### src/rtl/musa_chk_pkg.sv
// musa_chk_pkg: control-vector layout, per-opcode expected control patterns and opcode decode
package musa_chk_pkg;
    localparam logic [5:0] OP_RTYPE = 6'h00;
    localparam logic [5:0] OP_LW    = 6'h01;
    localparam logic [5:0] OP_SW    = 6'h02;
    localparam logic [5:0] OP_ADDI  = 6'h03;
    localparam logic [5:0] OP_SUBI  = 6'h04;
    localparam logic [5:0] OP_ANDI  = 6'h05;
    localparam logic [5:0] OP_ORI   = 6'h06;
    localparam logic [5:0] OP_JPC   = 6'h07;
    localparam logic [5:0] OP_BRFL  = 6'h08;
    localparam logic [5:0] OP_JR    = 6'h09;
    localparam logic [5:0] OP_CALL  = 6'h0A;
    localparam logic [5:0] OP_RET   = 6'h0B;
    localparam logic [5:0] OP_HALT  = 6'h0C;

    typedef struct packed {
        logic       reg_dst;
        logic       mem_read;
        logic       mem_to_reg;
        logic [2:0] alu_op;
        logic       mem_write;
        logic       reg_write;
        logic [1:0] data_a_s;
        logic [1:0] data_b_s;
        logic [2:0] pc_src;
        logic       pop;
        logic       push;
    } ctrl_vec_t;

    typedef enum logic [3:0] {
        R_SW, R_LW, R_IMM, R_JPC, R_BRFL, R_JR, R_CALL, R_RET, R_RTYPE, R_HALT
    } rule_id_e;

    typedef struct packed {
        ctrl_vec_t mask;
        ctrl_vec_t value;
    } rule_t;

    typedef struct packed {
        logic     hit;
        rule_id_e id;
    } decode_t;

    // bit groups: {rd,mr,mtr}_{alu_op}_{mw,rw}_{a_s}_{b_s}_{pc_src}_{pop,push}
    localparam rule_t RULE_TABLE [10] = '{
        '{17'b000_000_10_11_00_111_00, 17'b000_000_10_10_00_010_00},
        '{17'b010_000_01_00_00_111_00, 17'b010_000_01_00_00_010_00},
        '{17'b000_000_01_11_00_111_00, 17'b000_000_01_10_00_010_00},
        '{17'b000_000_00_00_11_111_00, 17'b000_000_00_00_01_100_00},
        '{17'b000_111_00_11_00_111_00, 17'b000_101_00_10_00_001_00},
        '{17'b000_000_00_00_00_111_00, 17'b000_000_00_00_00_001_00},
        '{17'b000_000_00_00_00_111_01, 17'b000_000_00_00_00_001_01},
        '{17'b000_000_00_00_00_111_10, 17'b000_000_00_00_00_000_10},
        '{17'b100_111_01_11_11_111_00, 17'b100_010_01_10_01_010_00},
        '{17'b000_000_00_00_00_111_00, 17'b000_000_00_00_00_110_00}
    };

    function automatic decode_t decode_rule(input logic [5:0] op);
        decode_t d;
        d = '{hit: 1'b1, id: R_HALT};
        case (op)
            OP_SW:                             d.id = R_SW;
            OP_LW:                             d.id = R_LW;
            OP_ADDI, OP_SUBI, OP_ANDI, OP_ORI: d.id = R_IMM;
            OP_JPC:                            d.id = R_JPC;
            OP_BRFL:                           d.id = R_BRFL;
            OP_JR:                             d.id = R_JR;
            OP_CALL:                           d.id = R_CALL;
            OP_RET:                            d.id = R_RET;
            OP_RTYPE:                          d.id = R_RTYPE;
            OP_HALT:                           d.id = R_HALT;
            default:                           d.hit = 1'b0;
        endcase
        return d;
    endfunction
endpackage

### src/rtl/musa_chk_slot.sv
// musa_chk_slot: one outstanding check, ageing each cycle and resolving to pass or fail inside its window
module musa_chk_slot
    import musa_chk_pkg::*;
#(
    parameter int DATA_WIDTH = 32,
    parameter int WIN_MIN    = 1,
    parameter int WIN_MAX    = 5
) (
    input  logic                  clk,
    input  logic                  rst_n,
    input  logic                  clr_i,
    input  logic                  alloc_i,
    input  rule_id_e              rule_i,
    input  logic [DATA_WIDTH-1:0] instr_i,
    input  ctrl_vec_t             ctrl_i,
    output logic                  busy_o,
    output logic                  busy_d_o,
    output logic                  pass_o,
    output logic                  fail_o,
    output rule_id_e              rule_o,
    output logic [DATA_WIDTH-1:0] instr_o
);
    logic                  busy_q;
    logic [3:0]            age_q, age_d;
    rule_id_e              rule_q;
    logic [DATA_WIDTH-1:0] instr_q;
    logic                  hit, in_win;

    assign age_d    = age_q + 4'd1;
    assign hit      = (ctrl_i & RULE_TABLE[rule_q].mask) == RULE_TABLE[rule_q].value;
    assign in_win   = age_d >= 4'(WIN_MIN) && age_d <= 4'(WIN_MAX);
    assign pass_o   = busy_q && in_win && hit;
    assign fail_o   = busy_q && !pass_o && age_d == 4'(WIN_MAX);
    assign busy_d_o = alloc_i | (busy_q & ~pass_o & ~fail_o);
    assign busy_o   = busy_q;
    assign rule_o   = rule_q;
    assign instr_o  = instr_q;

    always_ff @(posedge clk) begin
        if (!rst_n || clr_i) begin
            busy_q  <= 1'b0;
            age_q   <= '0;
            rule_q  <= R_SW;
            instr_q <= '0;
        end else if (alloc_i) begin
            busy_q  <= 1'b1;
            age_q   <= '0;
            rule_q  <= rule_i;
            instr_q <= instr_i;
        end else begin
            busy_q  <= busy_d_o;
            age_q   <= age_d;
        end
    end
endmodule

### config.mk
export PLATFORM = sky130hd
export DESIGN_NAME = musa_chk_slot
export DESIGN_NICKNAME = d
export VERILOG_FILES = /design/src/rtl/musa_chk_pkg.sv /design/src/rtl/musa_chk_slot.sv
export SDC_FILE = /design/constraint.sdc
export NUM_CORES = 1
export LEC_CHECK = 0
export ABC_AREA = 1
export CAP_MARGIN = 5
export CORE_MARGIN = 2
export CORE_UTILIZATION = 30
export CTS_CLUSTER_SIZE = 30
export DETAILED_ROUTE_END_ITERATION = 8
export PLACE_DENSITY = 0.6
export SLEW_MARGIN = 25
export SYNTH_ARGS = -nofsm -noshare
export SYNTH_HDL_FRONTEND = slang
export SYNTH_SLANG_ARGS = --single-unit
### constraint.sdc
create_clock -name clk -period 1.9 [get_ports clk]
set_input_delay 0.19 -clock clk [delete_from_list [all_inputs] [get_ports clk]]
set_output_delay 0.19 -clock clk [all_outputs]
set_load 0.05 [all_outputs]
* Word-level counts from Yosys, hierarchy flattened
Memories as Yosys holds them, arrays and structs flattened.
Cells that the tools add are included.
** Cells by class
- Magnitude comparators :: 3
- Mux-type cells :: 3
- Reductions and logical operators :: 9
- Add/subtract/negate cells :: 1
- Equality and inequality tests :: 2
- Bitwise gates (word level) :: 7
** Operators by type and width (count)
- 2-to-1 mux 34 bit :: 2
- AND 17 bit :: 1
- equality test 17 bit :: 1
- greater-or-equal comparator 5 bit, second input constant :: 1
- logical AND 1 bit :: 5
- NOT 4 -> 5 bit :: 1
- adder 4 x 1 -> 4 bit, second input constant :: 1
- equality test 4 x 3 -> 1 bit, second input constant :: 1
- greater-or-equal comparator 4 x 1 -> 1 bit, second input constant :: 1
- <= comparator 4 x 3 -> 1 bit, second input constant :: 1
- AND 1 bit :: 2
- zero test 1 bit :: 2
- NOT 1 bit :: 2
- OR reduction 2 bit :: 1
- logical OR 1 bit :: 1
- 2-to-1 mux 1 bit :: 1
- bitwise OR 1 bit :: 1
** Word-level totals
- Memory bits (read-only) :: 544
- Output and inout port bits :: 40
- Memories :: 1
- Logic and storage cells :: 30
- Register bits after elaboration :: 41
** Memory list
- (no name shown) :: words 16, bits a word 34, read ports 1, clocked after memory_dff 0, write ports 0, line musa_chk_slot.sv:30 : assign hit = (ctrl_i & RULE_TABLE[rule_q].mask) == RULE_TABLE[rule_q].value;

* Longest topological paths before layout
Gate-level depths: netlist of run 1.
- Depth in word-level cells :: 14
- Mapped depth :: 11
- Depth with buffers taken out :: 11

* Least setup slack after synthesis of run 1
Ideal clock, no wire load.
- Kind :: reg2out
- Start point :: register rule_q[0] (netlist: rule_o[0])
- End point :: output port fail_o
- Cell stages (with the launch flop) :: 11
- Required time :: 1.710 ns
- Setup slack :: -0.709 ns
- Path buffers :: 0
- Data arrival time :: 2.419 ns
- Cell sequence :: dfxtp_1 > inv_1 > ha_1 > nand2_1 > nand3_1 > nand2_1 > nand2_1 > nor2_1 > nand3_2 > inv_1 > nor3_2
** On the way
- Cells in the longest elaborated chain, start to end :: 10
** RTL lines
- start, declared :: line musa_chk_slot.sv:25 : rule_id_e rule_q;
- start signal, assigned :: line musa_chk_slot.sv:48 : rule_q <= rule_i;
- NOT 4 -> 5 bit (not written as such) (*) :: line musa_chk_slot.sv:30
- memory read (16 x 34 bit) (*)
- 2-to-1 mux 34 bit (not written as such) (*) (2 in series) :: line musa_chk_slot.sv:30
- AND 17 bit :: line musa_chk_slot.sv:30
- equality test 17 bit (*) :: line musa_chk_slot.sv:30
- logical AND 1 bit (*) :: line musa_chk_slot.sv:32 : assign pass_o = busy_q && in_win && hit;
- via pass_o :: line musa_chk_slot.sv:18 : output logic pass_o,
- zero test 1 bit (*) :: line musa_chk_slot.sv:33 : assign fail_o = busy_q && !pass_o && age_d == 4'(WIN_MAX);
- logical AND 1 bit (*) (2 in series) :: line musa_chk_slot.sv:33
- end, declared :: line musa_chk_slot.sv:19 : output logic fail_o,
Mark *: on every way through the listed nets, which the timed path passes. The rest lies on a longest branch. The select of a mux whose other input is x is not followed.

* Worst setup path after layout of run 1
- Start point :: register rule_q[0] (netlist: rule_o[0])
- End point :: output port fail_o
** On the way
- Cells in the longest elaborated chain, start to end :: 10
** RTL lines (line)
- NOT 4 -> 5 bit (not written as such) (*) :: musa_chk_slot.sv:30
- memory read (16 x 34 bit) (*)
- 2-to-1 mux 34 bit (not written as such) (*) (2 in series) :: musa_chk_slot.sv:30
- AND 17 bit :: musa_chk_slot.sv:30
- equality test 17 bit (*) :: musa_chk_slot.sv:30
- logical AND 1 bit (*) :: musa_chk_slot.sv:32
- zero test 1 bit (*) :: musa_chk_slot.sv:33
- logical AND 1 bit (*) (2 in series) :: musa_chk_slot.sv:33
Every way passes the cells marked *; elsewhere a longest branch is shown, timed or not. The select of a mux whose other input is x is not followed.

==> results of run 1 <==
## synth_stat cells
library cell / instances
a21oi_1: 37
a21oi_2: 1
buf_1: 1
buf_2: 1
clkbuf_1: 9
clkinv_1: 1
dfxtp_1: 41
ha_1: 7
inv_1: 26
inv_2: 1
nand2_1: 93
nand2_4: 1
nand3_1: 7
nand3_2: 2
nand4_1: 1
nor2_1: 16
nor3_2: 1
o21ai_0: 8
o21ai_1: 1
xnor2_1: 1
xor2_1: 1
## critical path, cell delays in order (launching register included)
cell and delay [ns]:
dfxtp_4 0.41, inv_4 0.06, ha_4 0.25, nand2_1 0.04, nand3_1 0.07, nand2_1 0.06
nand2_2 0.08, nor2_2 0.04, nand3_2 0.10, clkinvlp_4 0.13, nor3_4 0.16, buf_12 0.16
## per-layer routing
| metal | GRT usage | vias to the layer above | wire length [um] |
|---|---|---|---|
| met5 | 0 | - | 0 |
| met4 | 0.0458 | 0 | 15 |
| met3 | 0.0736 | 2 | 517 |
| met2 | 0.252 | 63 | 2270 |
| met1 | 0.179 | 839 | 2100 |
| li1 | - | 1000 | - |
## layout by cell type, fill, tap and decap left out
cell type        count
a21oi_2              2
nand3_2              2
clkinv_2             1
dfxtp_1             34
clkbuf_8             5
buf_4               11
buf_12               3
ha_1                 3
clkinv_1             1
inv_4                2
o21ai_0              5
nand2_1             89
nor2_2               2
o21ai_1              3
o21ai_2              1
dfxtp_4              4
xor2_2               1
clkinvlp_4           1
nand3_1              7
ha_4                 3
xnor2_1              1
inv_2                4
dfxtp_2              3
inv_1               20
ha_2                 1
nand4_1              1
nor2_1              14
nand2_2              4
clkdlybuf4s50_1     92
nand2_4              1
a21oi_1             36
nor3_4               1
## layout make-up
cell class	instances	share of cell area
clock buffer	5	0.0222
clock inverter	1	0.00162
inverter	28	0.0368
multi-input combinational	177	0.295
sequential	41	0.271
tap	75	0.0303
timing repair buffer	106	0.343
## logic make-up (layout without fill, tap and decap cells)
group           count (synthesis)  in the layout  share of synthesized area
compound gates                 47             47                      0.132
fa+ha+maj                       7              7                     0.0485
buf+inv                        39            140                     0.0818
flops                          41             41                      0.455
simple gates                  121            121                      0.273
xor+xnor                        2              2                    0.00971
## where the power goes
part           total [mW]  internal [mW]  switching, mW
Sequential          0.904          0.884         0.0208
Clock               0.518          0.242          0.276
Combinational       0.422          0.201          0.221
Total                1.84           1.33          0.518
## flip-flops by register name (all words and copies together) (netlist names)
| register | count |
|---|---|
| age_q | 4 |
| rule_o | 4 |
| busy_o | 1 |
| instr_o | 32 |
## stage by stage
stage                     setup WS, ns   util  hold slack (ns)
after floorplan                 -0.200      -            0.330
after global placement           0.103  0.498            0.445
after detailed placement        0.0795  0.498            0.452
after CTS                       -0.134  0.516            0.441
after global routing            -0.250  0.529            0.451
final                           -0.132  0.529            0.452
## worst min path at each step
stage	endpoint	slack (ns)	depth (start not counted)
floorplan	instr_o[2]	0.33	2
global route	instr_o[12]	0.45	3
global placement	age_q[0]	0.45	1
CTS	instr_o[2]	0.44	3
detailed placement	instr_o[9]	0.45	2
finish	instr_o[2]	0.45	3
## repair_timing
| item | in CTS | in global routing |
|---|---|---|
| resized for setup | 2 | 20 |
| pin swaps | 6 | 6 |
| setup buffers | 3 | 3 |
| endpoints found under the setup margin | 3 | 3 |
==> results.md, run 1 <==
- Placed insts: 421
- Syn nets: 321
- Worst slew pin tran: 0.534 ns
- Initial antenna violation count: 0
- RSZ-0062 raised after global routing: yes
- FF-to-FF Start: rule_o[0]
- Mapped Area: 0.00180 mm2
- Core area: 0.00585 mm2
- Distinct cells, synth: 21
- Die width: 81.6 um
- Status: finished, violations left
- CTS buffer count: 5
- Starting DRT DRC Count: 77
- WP data required: 1.71 ns
- Clk_lat worst skew: 0.28 ns
- Pwr Density: 596 mW/mm2
- R2r setup slk: 0.36 ns
- Crit start category: flip-flop
- Synth area leaders: dfxtp_1 (45%), nand2_1 (19%), a21oi_1 (10%)
- Clock slew at reported path FFs: 0.07 ns
- Leak Pwr: 1.24 nW
- Routability cong.: 0.756
- All-Layer GR Usage: 0.154
- Final wirelength: 4910 um
- Final WS setup: -0.132 ns
- Number of routed nets with antenna violations: 0
- Dpl cell area: 0.00292 mm2
- # rows: 28
- Clock buffer depth: 2
- Post-synthesis sequential area ratio: 0.455
- Layout cells sized above 1: 0.145
- Final setup violating endpoints: 3
- Filler Cells Inserted: 563
- DRC Markers: 0
- Largest area contributor in the netlist: dfxtp_1
- Violations in the final reports: negative setup slack
- Mean Syn Cell Area: 7.02 um2
- Slew HR: 0.643
- Maximum Capacitance Violations: 0
- Hold Startpoint: instr_i[2]
- DRT Pass-1 Iters: 4
- Final hold viol count: 0
- Final net count: 423
- Warnings, synthesis: 0
- Detailed-route via count: 1904
- Fmax: 492 MHz
- Vert. Die Dim: 81.6 um
- Vias in the first global route: 1837
- Mapped Cells: 257
- Design Area, Final: 0.00310 mm2
- I/O pins: 97
- Worst setup path class: flip-flop to output pin
- Worst Setup EP: fail_o
- Final period utilization: 1.07
- Antenna diodes: 0
- Die Area: 0.00665 mm2
- PortBufs: 95
- Post-DP HPWL: 3510 um
- Final clock skew: 0.00654 ns
- Via density: 4.40
- Worst Path Max Fanout: 5
- CTS tree: done
- VDD IR max: 0.465 mV
- Root buffer cell: clkbuf_8
- FF/Latch Area: 840 um2
- Grt total ovfl: 0
- Post-synthesis sequential element count: 41
- Tot Pwr: 1.84 mW
- Clk sinks: 41
- First-pass GRT wire length: 7990 um
- Avg WL per Cell: 11.3 um
- Footprint of the multi-input gates: 912 um2
- Fin crit period: 2.03 ns
- Post-route setup TNS: -0.212 ns
- Largest net degree at the start of global routing: 34
- Crit end category: output pin
- Worst Setup SP: rule_o[0]
- H-Tree Depth: 2
- Non-filler cells, final: 433
- Synth top area share: 0.455
- Hold/Removal Path Class: input port to flip-flop
- Area delta synth->final: 71.6%
- Worst Path Arrival: 1.84 ns
- CTS Hold Bufs: 0
- Starting Density: 0.308
- Reg2reg end: busy_o
- Worst Reg-to-Reg Cells: 11
- Pins Over Slew Limit: 0
Note: power is estimated with default switching activity, not from simulation.
==> inputs of run 2 (changes only) <==
Settings changed: SETUP_SLACK_MARGIN set to 0.15.
==> run 2 against run 1 <==
Net effect: the run still ends with negative setup slack left; sequential power about the same; routed wire length fell by 2.3%; first-iteration DRC count decreased by 34%; final cell count grew 0.46%; die area did not move; via count is 0.95% higher; sequential share of layout area down 0.12 points; fmax increased by 3.8%; critical path depth down 2; core utilization rose by 0.15 points; worst hold slack got worse by 0.0086 ns; critical path type unchanged; largest cell class unchanged; largest power group unchanged.
==> results.md, run 2 (synthesis results as in run 1) <==
- Worst setup path class: flip-flop to output pin
- Post-layout util: 0.531
- Clock buffer depth: 2
- Clk sinks: 41
- RSZ-0062 raised after global routing: yes
- I/O pins: 97
- Antenna diodes: 0
- Die Area: 0.00665 mm2
- Most common cell after layout, fill and taps aside: clkdlybuf4s50_1
- Avg WL per Cell: 11.0 um
- Crit end category: output pin
- FF/Latch Area: 838 um2
- CTS tree: done
- Final WS setup: -0.0582 ns
- H-Tree Depth: 2
- Core area: 0.00585 mm2
- DRT Pass-1 Iters: 6
- Final setup violating endpoints: 2
- Leak Pwr: 1.26 nW
- Fmax: 511 MHz
- CTS buffer count: 5
- Vias in the first global route: 1778
- Die width: 81.6 um
- Final net count: 424
- CTS Hold Bufs: 0
- WP data required: 1.71 ns
- Hold/Removal Path Class: flip-flop to flip-flop
- Area delta synth->final: 72.1%
- Crit start category: flip-flop
- # rows: 28
- Number of routed nets with antenna violations: 0
- Clk_lat worst skew: 0.28 ns
- Fin crit period: 1.96 ns
- Dpl cell area: 0.00293 mm2
- Routability cong.: 0.780
- Starting DRT DRC Count: 51
- VDD IR max: 0.459 mV
- DRC Markers: 0
- Design Area, Final: 0.00311 mm2
- Status: finished, violations left
- Footprint of the multi-input gates: 891 um2
- Detailed-route via count: 1922
- Pwr Density: 609 mW/mm2
- First-pass GRT wire length: 7720 um
- Largest net degree at the start of global routing: 39
- Via density: 4.42
- Maximum Capacitance Violations: 0
- Starting Density: 0.308
- PortBufs: 95
- Max reg flops: 32
- Commonest cells after routing, fill and taps aside: clkdlybuf4s50_1 (91), nand2_1 (87), a21oi_1 (36), dfxtp_1 (35), inv_1 (19)
- Clock slew at reported path FFs: 0.07 ns
- Grt total ovfl: 0
- Final hold viol count: 0
- Vert. Die Dim: 81.6 um
- Final wirelength: 4800 um
- Worst Path Arrival: 1.77 ns
- Post-DP HPWL: 3550 um
- Final clock skew: 0.00601 ns
- Filler Cells Inserted: 570
- Root buffer cell: clkbuf_8
- Slew HR: 0.649
- Layout cells sized above 1: 0.150
- Hold WS: 0.443 ns
- All-Layer GR Usage: 0.148
- Pins Over Slew Limit: 0
- Initial antenna violation count: 0
- Worst Path Max Fanout: 5
- Violations in the final reports: negative setup slack
- Final period utilization: 1.03
- Worst slew pin tran: 0.525 ns
[run 2: layout make-up]
class	instances	share of cell area
timing repair buffer	107	0.349
clock buffer	7	0.0278
multi-input combinational	177	0.287
tap	75	0.0302
sequential	41	0.270
inverter	28	0.0367
[run 2: final timing paths]
check	start	endpoint	slack [ns]	cells past startpoint
worst max-delay path	rule_o[0]	fail_o	-0.06	9
worst min register to register	age_q[0]	age_q[0]	0.44	1
worst min-delay path	age_q[0]	age_q[0]	0.44	1
worst max register to register	rule_o[0]	busy_o	0.38	11
[run 2: metal layers]
layer  track usage  vias up  wire length (um)  part of all wire
met5             0        -                 0                 0
met4        0.0356        0                42            0.0088
met3        0.0659        7               515              0.11
met2         0.244       68              2180              0.45
met1         0.175      847              2060              0.43
li1              -     1000                 -                 -
[run 2: stage by stage]
step                      power, mW  setup WS [ns]  std cells  TNS, ns
after floorplan                1.13         -0.200        257   -0.200
after global placement         1.33         0.0956        421        0
after detailed placement       1.34         0.0729        421        0
after CTS                      1.91         -0.117        434   -0.291
after global routing           1.99         -0.193        435   -0.493
final                          1.89        -0.0582        435  -0.0989
[run 2: timing repair]
item,in CTS,in global routing
pin swaps,7,2
gates resized for setup,5,15
endpoints found under the setup margin,3,3
buffers inserted,6,1
[run 2: power by group]
group | switching (mW) | internal [mW]
registers | 0.0189 | 0.884
logic | 0.223 | 0.205
clock network | 0.271 | 0.288
total | 0.513 | 1.38
[run 2: critical path, cell delays in order (launching register included)]
cell	delay [ns]
dfxtp_4	0.37
ha_1	0.20
inv_2	0.07
o21ai_1	0.07
o21ai_0	0.14
nor2_1	0.08
nand3_2	0.11
clkinvlp_4	0.13
nor3_4	0.16
buf_12	0.16
